[config.mk]
export PLATFORM = sky130hd
export DESIGN_NAME = seq_divider
export DESIGN_NICKNAME = d
export VERILOG_FILES = /design/src/rtl/div_pkg.sv /design/src/rtl/cla_sub.sv /design/src/rtl/seq_divider.sv
export SDC_FILE = /design/constraint.sdc
export NUM_CORES = 1
export LEC_CHECK = 0
export BUFFER_PORTS_ARGS = -buffer_cell sky130_fd_sc_hd__buf_4
export CELL_PAD_IN_SITES_DETAIL_PLACEMENT = 0
export CELL_PAD_IN_SITES_GLOBAL_PLACEMENT = 1
export CORE_AREA = 4 4 107 109
export DETAILED_ROUTE_END_ITERATION = 8
export DIE_AREA = 0 0 111 113
export PLACE_DENSITY = 0.85
export SLEW_MARGIN = 0
export SYNTH_ARGS = -nofsm -noshare
export SYNTH_HDL_FRONTEND = slang
export SYNTH_SLANG_ARGS = --single-unit
[constraint.sdc]
create_clock -name clk -period 3.83 [get_ports clk]
set_clock_uncertainty 0.2 [all_clocks]
set_input_delay 0.1915 -clock clk [delete_from_list [all_inputs] [get_ports clk]]
set_output_delay 0.1915 -clock clk [all_outputs]
set_load 0.01 [all_outputs]
[src/rtl/div_pkg.sv]
// -----------------------------------------------------------------------------
// div_pkg
// Shared types and constants for the sequential restoring divider.
//   div_state_e      : divider control states (IDLE, BUSY, DONE)
//   ctr_width()      : width of the iteration counter for a given operand width
//   DIV_CTR_W        : iteration counter width for the default 16-bit divider
//   DBZ_QUOTIENT_ALL : all-ones pattern; the low WIDTH bits form the quotient
//                      reported for a zero divisor
// -----------------------------------------------------------------------------
package div_pkg;

    typedef enum logic [1:0] {
        IDLE = 2'd0,
        BUSY = 2'd1,
        DONE = 2'd2
    } div_state_e;

    localparam int DIV_DEFAULT_WIDTH = 16;

    // The counter has to index steps 0..WIDTH-1.
    function automatic int ctr_width(input int width);
        return (width > 1) ? $clog2(width) : 1;
    endfunction

    localparam int DIV_CTR_W = ctr_width(DIV_DEFAULT_WIDTH);

    // Wide enough for any practical WIDTH; callers take the low WIDTH bits.
    localparam logic [255:0] DBZ_QUOTIENT_ALL = '1;

endpackage

[src/rtl/cla_sub.sv]
// -----------------------------------------------------------------------------
// cla_sub
// Purely combinational N-bit subtractor computing a + ~b + 1.
// The low 4*(N/4) bits are organised as 4-bit carry-look-ahead groups, each
// producing a group generate/propagate; the group carries chain from one group
// to the next. Any bits above the last full group (one bit for N = WIDTH+1)
// extend the chain bit by bit.
//
// Ports:
//   a      in  N  minuend
//   b      in  N  subtrahend
//   diff   out N  a - b (modulo 2^N)
//   borrow out 1  set when a < b (inverse of the carry out of the top bit)
// -----------------------------------------------------------------------------
module cla_sub #(
    parameter int N = 17
) (
    input  logic [N-1:0] a,
    input  logic [N-1:0] b,
    output logic [N-1:0] diff,
    output logic         borrow
);

    localparam int NG = N / 4;

    logic [N-1:0] b_inv;
    logic [N-1:0] g;
    logic [N-1:0] p;
    logic [N:0]   c;
    logic [NG:0]  gc;

    assign b_inv = ~b;
    assign g     = a & b_inv;
    assign p     = a ^ b_inv;

    // Subtraction is addition of the inverted operand with a carry-in of one.
    assign gc[0] = 1'b1;

    for (genvar j = 0; j < NG; j++) begin : g_group
        localparam int B = 4 * j;
        logic grp_g;
        logic grp_p;

        assign c[B]   = gc[j];
        assign c[B+1] = g[B]
                      | (p[B] & gc[j]);
        assign c[B+2] = g[B+1]
                      | (p[B+1] & g[B])
                      | (p[B+1] & p[B] & gc[j]);
        assign c[B+3] = g[B+2]
                      | (p[B+2] & g[B+1])
                      | (p[B+2] & p[B+1] & g[B])
                      | (p[B+2] & p[B+1] & p[B] & gc[j]);

        assign grp_g = g[B+3]
                     | (p[B+3] & g[B+2])
                     | (p[B+3] & p[B+2] & g[B+1])
                     | (p[B+3] & p[B+2] & p[B+1] & g[B]);
        assign grp_p = p[B+3] & p[B+2] & p[B+1] & p[B];

        assign gc[j+1] = grp_g | (grp_p & gc[j]);
    end

    assign c[4*NG] = gc[NG];

    // Bits beyond the last full group.
    for (genvar k = 4 * NG; k < N; k++) begin : g_tail
        assign c[k+1] = g[k] | (p[k] & c[k]);
    end

    assign diff   = p ^ c[N-1:0];
    assign borrow = ~c[N];

endmodule

[src/rtl/seq_divider.sv]
// -----------------------------------------------------------------------------
// seq_divider
// Multi-cycle unsigned restoring divider: one trial subtraction per clock,
// dividend consumed MSB first, trial subtraction done by cla_sub.
//
// Parameters:
//   WIDTH        operand/result width, multiple of 4, minimum 4
//
// Ports:
//   clk          in   1      clock, rising edge
//   rst          in   1      asynchronous active-high reset
//   in_valid     in   1      operands present
//   in_ready     out  1      divider can accept operands (IDLE only)
//   dividend     in   WIDTH  unsigned dividend
//   divisor      in   WIDTH  unsigned divisor
//   out_valid    out  1      result present (DONE only)
//   out_ready    in   1      consumer accepts result
//   quotient     out  WIDTH  unsigned quotient
//   remainder    out  WIDTH  unsigned remainder
//   div_by_zero  out  1      result came from a zero divisor
//
// Handshake: a transfer happens on a rising edge where valid and ready are
// both high. Operands are sampled only on that edge; later changes are
// ignored. Once out_valid rises, quotient/remainder/div_by_zero stay stable
// until the edge where out_ready is seen high, and the divider returns to
// IDLE. in_ready is low in BUSY and DONE, so no new operands can be accepted
// on the same edge that consumes a result.
// -----------------------------------------------------------------------------
module seq_divider
    import div_pkg::*;
#(
    parameter int WIDTH = 16
) (
    input  logic             clk,
    input  logic             rst,
    input  logic             in_valid,
    output logic             in_ready,
    input  logic [WIDTH-1:0] dividend,
    input  logic [WIDTH-1:0] divisor,
    output logic             out_valid,
    input  logic             out_ready,
    output logic [WIDTH-1:0] quotient,
    output logic [WIDTH-1:0] remainder,
    output logic             div_by_zero
);

    localparam int CW = ctr_width(WIDTH);

    div_state_e       state;
    logic [CW-1:0]    count;
    // Holds the unconsumed dividend bits at the top; quotient bits enter at
    // the bottom, so after WIDTH steps it holds the full quotient.
    logic [WIDTH-1:0] dvd_r;
    logic [WIDTH-1:0] dsr_r;
    // The restored partial remainder is always below the divisor, so its
    // (WIDTH+1)-th bit is zero and is not stored.
    logic [WIDTH-1:0] rem_r;

    logic [WIDTH:0]   shifted;
    logic [WIDTH:0]   trial;
    logic             borrow;
    logic [WIDTH-1:0] rem_next;
    logic [WIDTH-1:0] dvd_next;
    logic             last_step;
    logic             unused_trial_msb;

    assign shifted = {rem_r, dvd_r[WIDTH-1]};

    cla_sub #(
        .N (WIDTH + 1)
    ) u_cla_sub (
        .a      (shifted),
        .b      ({1'b0, dsr_r}),
        .diff   (trial),
        .borrow (borrow)
    );

    // When there is no borrow the trial difference is below the divisor, so
    // its top bit carries no information beyond the borrow itself.
    assign unused_trial_msb = trial[WIDTH];

    assign rem_next  = borrow ? shifted[WIDTH-1:0] : trial[WIDTH-1:0];
    assign dvd_next  = {dvd_r[WIDTH-2:0], ~borrow};
    assign last_step = (count == CW'(WIDTH - 1));

    assign in_ready  = (state == IDLE);
    assign out_valid = (state == DONE);

    always_ff @(posedge clk or posedge rst) begin
        if (rst) begin
            state       <= IDLE;
            count       <= '0;
            dvd_r       <= '0;
            dsr_r       <= '0;
            rem_r       <= '0;
            quotient    <= '0;
            remainder   <= '0;
            div_by_zero <= 1'b0;
        end else begin
            case (state)
                IDLE: begin
                    if (in_valid) begin
                        dvd_r <= dividend;
                        dsr_r <= divisor;
                        rem_r <= '0;
                        count <= '0;
                        state <= BUSY;
                    end
                end

                BUSY: begin
                    if (dsr_r == '0) begin
                        // Zero divisor: no steps are run; the result is
                        // posted one edge after acceptance.
                        quotient    <= DBZ_QUOTIENT_ALL[WIDTH-1:0];
                        remainder   <= dvd_r;
                        div_by_zero <= 1'b1;
                        state       <= DONE;
                    end else begin
                        rem_r <= rem_next;
                        dvd_r <= dvd_next;
                        count <= count + 1'b1;
                        if (last_step) begin
                            quotient    <= dvd_next;
                            remainder   <= rem_next;
                            div_by_zero <= 1'b0;
                            state       <= DONE;
                        end
                    end
                end

                DONE: begin
                    if (out_ready) begin
                        state <= IDLE;
                    end
                end

                default: begin
                    state <= IDLE;
                end
            endcase
        end
    end

endmodule

# == After elaboration in Yosys (flattened, before gate mapping) ==
# Cells that the tools add are included.
# word_totals
n_memories,0
word_cells,151
ramBits,0
regBits,87
latch_bits,0
out_inout_bits,35
mem_bits_ro,0
# op_classes
n_mul,0
n_div,0
shifts,0
n_bitwise,106
addsub,1
eq_ne,7
reduce_logical,8
magnitude_cmp,0
mux,21
# ops
operator,n
16-bit two-way mux,9
16-bit case mux with 2 select lines,2
1-bit bitwise AND,61
1-bit OR,41
17-bit bitwise AND,1
16-bit NOT with 17-bit output,1
17-bit XOR,1
16-bit logical NOT,1
16-bit XOR,1
2-bit two-way mux,4
4-bit two-way mux,2
4-bit case mux with 2 select lines,1
2-bit case mux with 3 select lines,1
3-bit AND reduction,2
"4-bit by 1-bit adder with 4-bit output, second input constant",1
"4-bit equality test, second input constant",1
"2-bit != test, second input constant",2
2-bit AND reduction,2
2-bit nonzero test,2
"3-bit != test, second input constant",1
"2-bit by 1-bit equality test with 1-bit output, second input constant",1
"2-bit equality test, second input constant",1
2-bit logical NOT,1
1-bit two-way mux,2
"2-bit by 1-bit != test with 1-bit output, second input constant",1

# == Depth between registers and ports, before layout ==
# Gate-level depths: netlist of the first run.
# depth
word_depth,18
ltp_mapped,12
mapped_depth_nobuf,12

# == By module ==
# A second synthesis of the first run with hierarchy kept.
# unflattened
hier_cells,438
area_unflattened_um2,4635.7
# modules_own_cells
module,cells_each,area_per_inst_um2,seq_area_each_um2,instances
seq_divider,326,3807.4,2177.1,1
cla_sub,112,828.3,0.0,1

# == Worst setup path after synthesis of the first run ==
# No wires, ideal clock.
# synth_path
path_kind,register to register
start,register dvd_r[15]
end,register rem_r[12]
path_stages_with_launch,12
path_buffers,0
period_less_slack_ns,2.760
t_arrival_ns,2.477
slack_ns,1.070
setup_time_ns,0.083
cell_sequence,dfrtp_1 inv_1 ha_1 o21ai_0 a22o_1 inv_1 a21oi_1 o21ai_0 a21oi_1 fa_1 mux2_2 o21ai_0
# synth_via
elab_chain_cells,15
elab_cells_between_ends,18
classes_between,mux: 3; bitwise: 15
# synth_lines
item,line,rtl
"start, declared",seq_divider.sv:53,logic [WIDTH-1:0] dvd_r;
"start signal, assigned",seq_divider.sv:103,dvd_r <= dividend;
"start signal, assigned",seq_divider.sv:121,dvd_r <= dvd_next;
17-bit bitwise AND,cla_sub.sv:33,assign g = a & b_inv;
1-bit bitwise AND,cla_sub.sv:58,| (p[B+3] & p[B+2] & p[B+1] & g[B]);
1-bit OR,cla_sub.sv:58,
1-bit OR *,cla_sub.sv:61,assign gc[j+1] = grp_g | (grp_p & gc[j]);
1-bit bitwise AND *,cla_sub.sv:61,
1-bit OR *,cla_sub.sv:61,
1-bit bitwise AND *,cla_sub.sv:61,
1-bit OR *,cla_sub.sv:61,
1-bit bitwise AND,cla_sub.sv:61,
1-bit OR,cla_sub.sv:61,
1-bit bitwise AND,cla_sub.sv:68,assign c[k+1] = g[k] | (p[k] & c[k]);
1-bit OR,cla_sub.sv:68,
16-bit two-way mux *,seq_divider.sv:82,assign rem_next = borrow ? shifted[WIDTH-1:0] : trial[WIDTH-1:0];
16-bit two-way mux *,seq_divider.sv:112,if (dsr_r == '0) begin
16-bit case mux with 2 select lines *,seq_divider.sv:100,case (state)
"end signal, assigned",seq_divider.sv:120,rem_r <= rem_next;
"end, declared",seq_divider.sv:57,logic [WIDTH-1:0] rem_r;
# Every way passes the cells marked *; elsewhere a longest branch is shown, timed or not. The select of a mux whose other input is x is not followed.
# A chain may end at the register's enable or synchronous reset.

# == Final worst setup path of the first run ==
# layout_path
start,register rem_r[4]
end,register rem_r[12]
# layout_via
elab_chain_cells,14
elab_cells_between_ends,20
classes_between,mux: 3; bitwise: 17
# layout_lines
item,line,rtl
17-bit bitwise AND or 17-bit XOR (tied branches),"cla_sub.sv:33, cla_sub.sv:34",
1-bit bitwise AND (on tied branches),"cla_sub.sv:57, cla_sub.sv:58, cla_sub.sv:59",
"1-bit OR, or another cell as far along",cla_sub.sv:57,| (p[B+3] & p[B+2] & g[B+1])
1-bit OR or 1-bit bitwise AND (tied branches),"cla_sub.sv:58, cla_sub.sv:61",
1-bit OR *,cla_sub.sv:61,
1-bit bitwise AND *,cla_sub.sv:61,
1-bit OR *,cla_sub.sv:61,
1-bit bitwise AND,cla_sub.sv:61,
1-bit OR,cla_sub.sv:61,
1-bit bitwise AND,cla_sub.sv:68,
1-bit OR,cla_sub.sv:68,
16-bit two-way mux *,seq_divider.sv:82,
16-bit two-way mux *,seq_divider.sv:112,
16-bit case mux with 2 select lines *,seq_divider.sv:100,
# Marks and branches as above.

==> results.md, run 1 <==
* Synthesized area at 4390 µm²
* Worst Reg2Reg Path Length in Cells at 9
* Final Hold Viols at 0
* Crit. path cell count at 9
* Slowest cell on crit path: fa_1
* Total GRT Usage at 18.6%
* Synth Area per Inst at 9.65 µm²
* Register area share after synthesis at 49.6%
* CTS root buffer: clkbuf_8
* Clock tree buffer depth at 2
* CTS tree: yes
* ANT nets after route at 0
* Final min period at 3.08 ns
* Vias after detailed routing at around 3,700
* Count of cell types in the netlist at 49
* Critical-path cell list: ha_1 -> a21oi_1 -> o221ai_1 -> a21oi_1 -> o21ai_0 -> a21oi_1 -> fa_1 -> mux2_2 -> o21ai_0
* Most used flip-flop cell after synthesis: dfrtp_1
* Worst-Margin Slew at 1.05 ns
* Synth Warn # at 0
* Critical path peak fanout at 6
* Tcrit/Tclk final at 80.4%
* Antenna fix cells at 0
* FP Rows at 38
* Number of flops mapped to enable cells by yosys at 0
* Fillers at 978
* Share of the synthesized area in the top cell type at 49.6%
* RePlAce Congestion at 0.905
* Critical R2R Launch: rem_r[4]
* Share of power burned in registers at about a third
* Crit path DAT at 3.15 ns
* Comb pwr share at 58.6%
* Met3 Track Usage GR at under 10%
* Slowest stage delay, CP at 0.43 ns
* Post-CTS Setup Bufs at 0
* Worst setup SP type: flop
* Die area at 12,500 µm²
* Psw at 0.00258 W
* Post-CTS Hold Buffers at 35
* Normalized max-slew margin at 29.8%
* CP bufs+invs at 0
* Largest family of logic cells by synthesized area: compound AO/OA/AOI/OAI gates
* Mapped Nets at between 500 and 600
* Commonest cells after routing, fill and taps aside: dfrtp_1 (87), nand2_1 (78), buf_4 (76)
* Hold Crit Depth at 1
* Fmax at 325 MHz
* Peak supply drop at 0.430 mV
* DRC at 0
* CP delay by family, top: compound AO/OA/AOI/OAI gates
* Crit path launch: rem_r[4]
* Total Wirelength at 11,300 µm
* Required @ worst endpoint at slightly below 4 ns
* Clock latency on the worst-skew pair at 0.36 ns
* Top cell by count, worst path: a21oi_1
* Synth area leader: dfrtp_1
* Share of cells above drive strength 1 at 18.5%
* FF+latch area at 2180 µm²
* Number of global-route vias before repair at 3,733
* Mux contribution to synthesized area at 3.76%
* Largest net degree at the start of global routing at 61
* Cells after Synth at 455
* Largest cells by area after synthesis: dfrtp_1 (50%), nand2_1 (6.7%), ha_1 (5.1%), o21ai_0 (4.4%), o22a_1 (3.0%)
* Leakage dissipation at 2.56 nW
* Total Power at about 0.0057 W
* Outcome: complete, no violations
* Antenna violations before repair at 0
* Nets@finish at approximately 610
* Initial Util at around two fifths
* Global-route wire length before repair at 18,900 µm
* Port Buffers at 70
* Internal Power at just over 0.003 W
* Die Width at approximately 110 µm
* Max cap viols at 0
* Die H at 113 µm
* #FFs+latches synth at 87
* CORE AREA at 10,600 µm²
* Pre-Repair DR Iteration Count at 4
* Synth Area in Compound Gates at 19.8%
* Synth Area in XOR/XNOR at 1.99%
* H-tree depth at 3
* Cts bufs inserted at 9
* Worst Hold Class: flop to flop
* Hpwl dp at 8240 µm
* CP Class: flop to flop
* Async SR Flop Fraction at 100%
* Power Dens Cells at 1020 nW/µm²
* # clock sinks at 87
* Clock share of power at 9.9%
* Post-DR wirelength/cell at 16.1 µm
* Synth Area in Adders at ~6.5%
* # IOs at 71
* Post-Synth Simple-Gate Area at 14.0%
* Grt peak-use layer: met2
* Switch share at a little under half
* Area Growth Syn to Fin at 26.6%
* # setup viols final at 0
* Post-route setup TNS at 0 ns
* Commonest non-fill, non-tap cell in the layout: dfrtp_1
* Detailed router's first-iteration violation count at ~230
* Met1 Use GR at ~25%
* Total grt overflow at 0
* Reg clk slew, reported paths at 0.09 ns
* Max Slew Vio Count at 0
* Met2 track demand over resource at between 30% and 40%
* PostCTS Resize Cnt at 0
* Vias/cell at 5.31
* Crit end category: flop
* Multi-input logic area at about 2000 µm²
* RSZ-0062 raised after global routing: no
* Hold wc startpoint: quotient[11]
[logic make-up after synthesis]
group	count (synthesis)
adders and majority gates	21
AOI/OAI and AO/OA	136
and+or+nand+nor	137
buffers and inverters	48
muxes	16
xor gates and xnor gates	10
DFF	87
[final timing paths]
kind / to / slack, ns
max: rem_r[12] / 0.75
min: quotient[11] / 0.30
max reg2reg: rem_r[12] / 0.75
min reg2reg: quotient[11] / 0.30
max in group asynchronous: remainder[9] / 2.12
min in group asynchronous: quotient[2] / 0.41
[area by class of cell]
class                      instances  share of cell area (%)
tap                              140                    3.15
multi-input combinational        320                    36.3
clock buffer                      12                    2.43
sequential                        87                    39.2
inverter                          27                    1.85
clock inverter                     4                   0.540
timing repair buffer             111                    16.6
[power groups by stage]
stage,combinational (W),clock (W),sequential (W)
floorplan,0.00233,0,0.00176
global placement,0.00320,0,0.00178
detailed placement,0.00329,0,0.00179
CTS,0.00334,0.000577,0.00178
global route,0.00373,0.000611,0.00185
finish,0.00332,0.000560,0.00179
[flip-flops by register name (all words and copies together) (netlist names)]
signal and cells:
remainder 16, div_by_zero 1, quotient 16, count 4, rem_r 16, state 2, dsr_r 16, dvd_r 16
[synth_stat cells (5+ instances only)]
library cell and number:
o21ai_1 10, a22oi_1 5, clkbuf_1 18, inv_1 27, xor2_1 5, ha_1 18, a21oi_1 22, a31oi_1 15
nand2_1 78, o22a_1 15, o21ai_0 39, mux2i_1 12, dfrtp_1 87, xnor2_1 5, o22ai_1 13, nor2_1 30
nand3_1 5
[through the flow]
stage	util, %	hold WS, ns	cells	setup WS, ns	area, µm²
6_report	52.4	0.303	701	0.750	5560
5_1_grt	52.4	0.321	701	0.497	5560
4_1_cts	52.4	0.305	701	0.768	5560
3_5_place_dp	47.6	0.202	650	0.796	5040
3_3_place_gp	47.6	0.191	650	0.866	5040
2_1_floorplan	-	0.0991	455	1.07	4390
[routing by layer]
metal  routed length, µm  part of all wire (%)  vias to the layer above
met5                   0                     0                        -
met4                 172                   1.5                        0
met3                 589                   5.2                       15
met2                5360                    47                      105
met1                5170                    46                     1785
li1                    -                     -                     1816
Power figures use the tool's default switching activity.
==> run 2, diff against run 1 <==
--- a/config.mk
+++ b/config.mk
@@ -8,10 +8,10 @@
 export BUFFER_PORTS_ARGS = -buffer_cell sky130_fd_sc_hd__buf_4
 export CELL_PAD_IN_SITES_DETAIL_PLACEMENT = 0
 export CELL_PAD_IN_SITES_GLOBAL_PLACEMENT = 1
-export CORE_AREA = 4 4 107 109
+export CORE_AREA = 4 4 112 114
 export DETAILED_ROUTE_END_ITERATION = 8
-export DIE_AREA = 0 0 111 113
-export PLACE_DENSITY = 0.85
+export DIE_AREA = 0 0 116 118
+export PLACE_DENSITY = 0.82
 export SLEW_MARGIN = 0
 export SYNTH_ARGS = -nofsm -noshare
 export SYNTH_HDL_FRONTEND = slang
==> constraint.sdc (replaced) <==
create_clock -name clk -period 2.5 [get_ports clk]
set_clock_uncertainty 0.2 [all_clocks]
set_input_delay 0.125 -clock clk [delete_from_list [all_inputs] [get_ports clk]]
set_output_delay 0.125 -clock clk [all_outputs]
set_load 0.01 [all_outputs]
==> results.md, run 2 (synthesized netlist as in run 1, its figures left out) <==
* Crit path DAT at 2.70 ns (was 3.15 ns)
* Antenna fix cells at 0 (unchanged)
* Largest net degree at the start of global routing at 88 (was 61)
* Critical Path Sink: remainder[12] (was rem_r[12])
* Commonest cells after routing, fill and taps aside: buf_4 (132), dfrtp_1 (86), nand2_1 (76) (was dfrtp_1 (87), nand2_1 (78), buf_4 (76))
* Fillers at 948 (was 978)
* Reg clk slew, reported paths at 0.07 ns (was 0.09 ns)
* # setup viols final at 27 (was 0)
* Top cell by count, worst path: a21oi_2 (was a21oi_1)
* Normalized max-slew margin at 59.6% (was 29.8%)
* Fin cells at 768 (was 701)
* Post-Place Cells at 705 (was 650)
* CTS root buffer: clkbuf_16 (was clkbuf_8)
* Worst Hold Class: input port to asynchronous set/reset pin (was flop to flop)
* Required @ worst endpoint at 2.57 ns (was 3.90 ns)
* Outcome: finished, violations left (was complete, no violations)
* Crit path launch: dsr_r[0] (was rem_r[4])
* Fmax at 380 MHz (was 325 MHz)
* Die H at 118 µm (was 113 µm)
* Vias/cell at 5.27 (was 5.31)
* Critical-path cell list: ha_4 -> o21ai_4 -> a22o_4 -> inv_4 -> a21oi_4 -> o21ai_2 -> a21oi_2 -> fa_2 -> mux2_4 -> a21oi_2 (was ha_1 -> a21oi_1 -> o221ai_1 -> a21oi_1 -> o21ai_0 -> a21oi_1 -> fa_1 -> mux2_2 -> o21ai_0)
* FP Rows at 39 (was 38)
* Slowest stage delay, CP at 0.45 ns (was 0.43 ns)
* Worst-Margin Slew at 0.605 ns (was 1.05 ns)
* PnR worst setup slack at -0.131 ns (was 0.750 ns)
* Share of cells above drive strength 1 at 37.4% (was 18.5%)
* Tcrit/Tclk final at 105% (was 80.4%)
* Initial Util at 38.5% (was 41.4%)
* Total Wirelength at 13,000 µm (was 11,300 µm)
* # clock sinks at 87 (unchanged)
* Number of global-route vias before repair at 3,982 (was 3,733)
* H-tree depth at 3 (unchanged)
* RePlAce Congestion at 0.897 (was 0.905)
* Failing checks: negative setup slack
* Worst Reg2Reg Path Length in Cells at 10 (was 9)
* Final min period at 2.63 ns (was 3.08 ns)
* Pre-Repair DR Iteration Count at 5 (was 4)
* Total GRT Usage at 18.8% (was 18.6%)
* Antenna violations before repair at 0 (unchanged)
* Multi-input logic area at 2460 µm² (was 2020 µm²)
* Placed inst area at 5560 µm² (was 5040 µm²)
* Reg2reg setup slack at -0.13 ns (was 0.75 ns)
* DRC at 0 (unchanged)
* Detailed router's first-iteration violation count at 247 (was 226)
* FF+latch area at 2180 µm² (about the same)
* Max cap viols at 0 (unchanged)
* Die Width at 116 µm (was 111 µm)
* Final instance area at 6730 µm² (was 5560 µm²)
* Area Growth Syn to Fin at 53.2% (was 26.6%)
* CP Class: flop to flop (unchanged)
* Critical R2R Launch: dsr_r[0] (was rem_r[4])
* Clock tree buffer depth at 2 (unchanged)
* Slowest cell on crit path: fa_2 (was fa_1)
* Post-DR wirelength/cell at 17.0 µm (was 16.1 µm)
* Clock latency on the worst-skew pair at 0.34 ns (was 0.36 ns)
* Nets@finish at 677 (was 613)
* Final Hold Viols at 0 (unchanged)
* RSZ-0062 raised after global routing: yes (was no)
* Crit end category: flop (unchanged)
* Max Slew Vio Count at 0 (unchanged)
* Hpwl dp at 8630 µm (was 8240 µm)
* Total grt overflow at 0 (unchanged)
* Cts bufs inserted at 9 (unchanged)
* Port Buffers at 70 (unchanged)
* Post-place setup slack at -0.211 ns (was 0.796 ns)
* R2r endpoint: remainder[12] (was rem_r[12])
* Util after Layout at 58.9% (was 52.4%)
* Critical path peak fanout at 3 (was 6)
* # IOs at 71 (unchanged)
* Worst setup SP type: flop (unchanged)
* Die area at 13,700 µm² (was 12,500 µm²)
* Vias after detailed routing at 4,046 (was 3,721)
* CORE AREA at 11,400 µm² (was 10,600 µm²)
* Global-route wire length before repair at 20,500 µm (was 18,900 µm)
* Commonest non-fill, non-tap cell in the layout: buf_4 (was dfrtp_1)
* ANT nets after route at 0 (unchanged)
* CTS tree: yes (unchanged)
[run 2: routing by layer]
layer | GRT usage [%] | vias to the layer above | part of all wire [%]
met3 | 3.75 | 19 | 5.5
met2 | 29.3 | 126 | 47
met4 | 5.00 | 0 | 1.7
met5 | 0 | - | 0
li1 | - | 1946 | -
met1 | 26.6 | 1955 | 46
[run 2: area by class of cell]
| class | instances | share of cell area (%) |
|---|---|---|
| tap | 143 | 2.66 |
| sequential | 87 | 32.4 |
| inverter | 27 | 1.60 |
| timing repair buffer | 175 | 22.1 |
| clock inverter | 5 | 1.00 |
| clock buffer | 11 | 3.76 |
| multi-input combinational | 320 | 36.5 |
[run 2: what timing repair did]
| item | CTS | global route |
|---|---|---|
| setup buffers | 5 | 7 |
| endpoints found under the setup margin | 26 | 63 |
| gates cloned | 1 | 0 |
| resized for setup | 43 | 41 |
| pin swaps | 9 | 27 |
| hold endpoints to repair | 122 | 0 |
| hold buffers | 35 | 0 |
[run 2: how the worst min path moves through the flow]
stage / startpoint / endpoint / cells after the start
floorplan: out_ready / state[1] / 1
global placement: rst / quotient[5] / 3
detailed placement: rst / dvd_r[5] / 3
CTS: rst / quotient[5] / 4
global route: quotient[4] / quotient[4] / 1
finish: rst / quotient[6] / 4
[run 2: critical path, delay by kind of cell, from the launching register on]
family	cells	cell delay, ns
DFF	1	0.44
muxes	1	0.29
adders and majority gates	2	0.73
AOI/OAI and AO/OA	6	0.85
buffers and inverters	1	0.05
[run 2: metrics by stage]
| step | TNS (ns) | hold WS, ns |
|---|---|---|
| 3_3_place_gp | -1.02 | 0.0922 |
| 5_1_grt | -3.42 | 0.313 |
| 4_1_cts | -2.03 | 0.294 |
| 6_report | -1.23 | 0.260 |
| 3_5_place_dp | -2.18 | 0.0997 |
| 2_1_floorplan | -0.0925 | 0.0326 |
Power of run 2 is left out: the tool's default activity adds up to more than one toggle a clock period on the data nets, which glitch-free logic cannot reach.
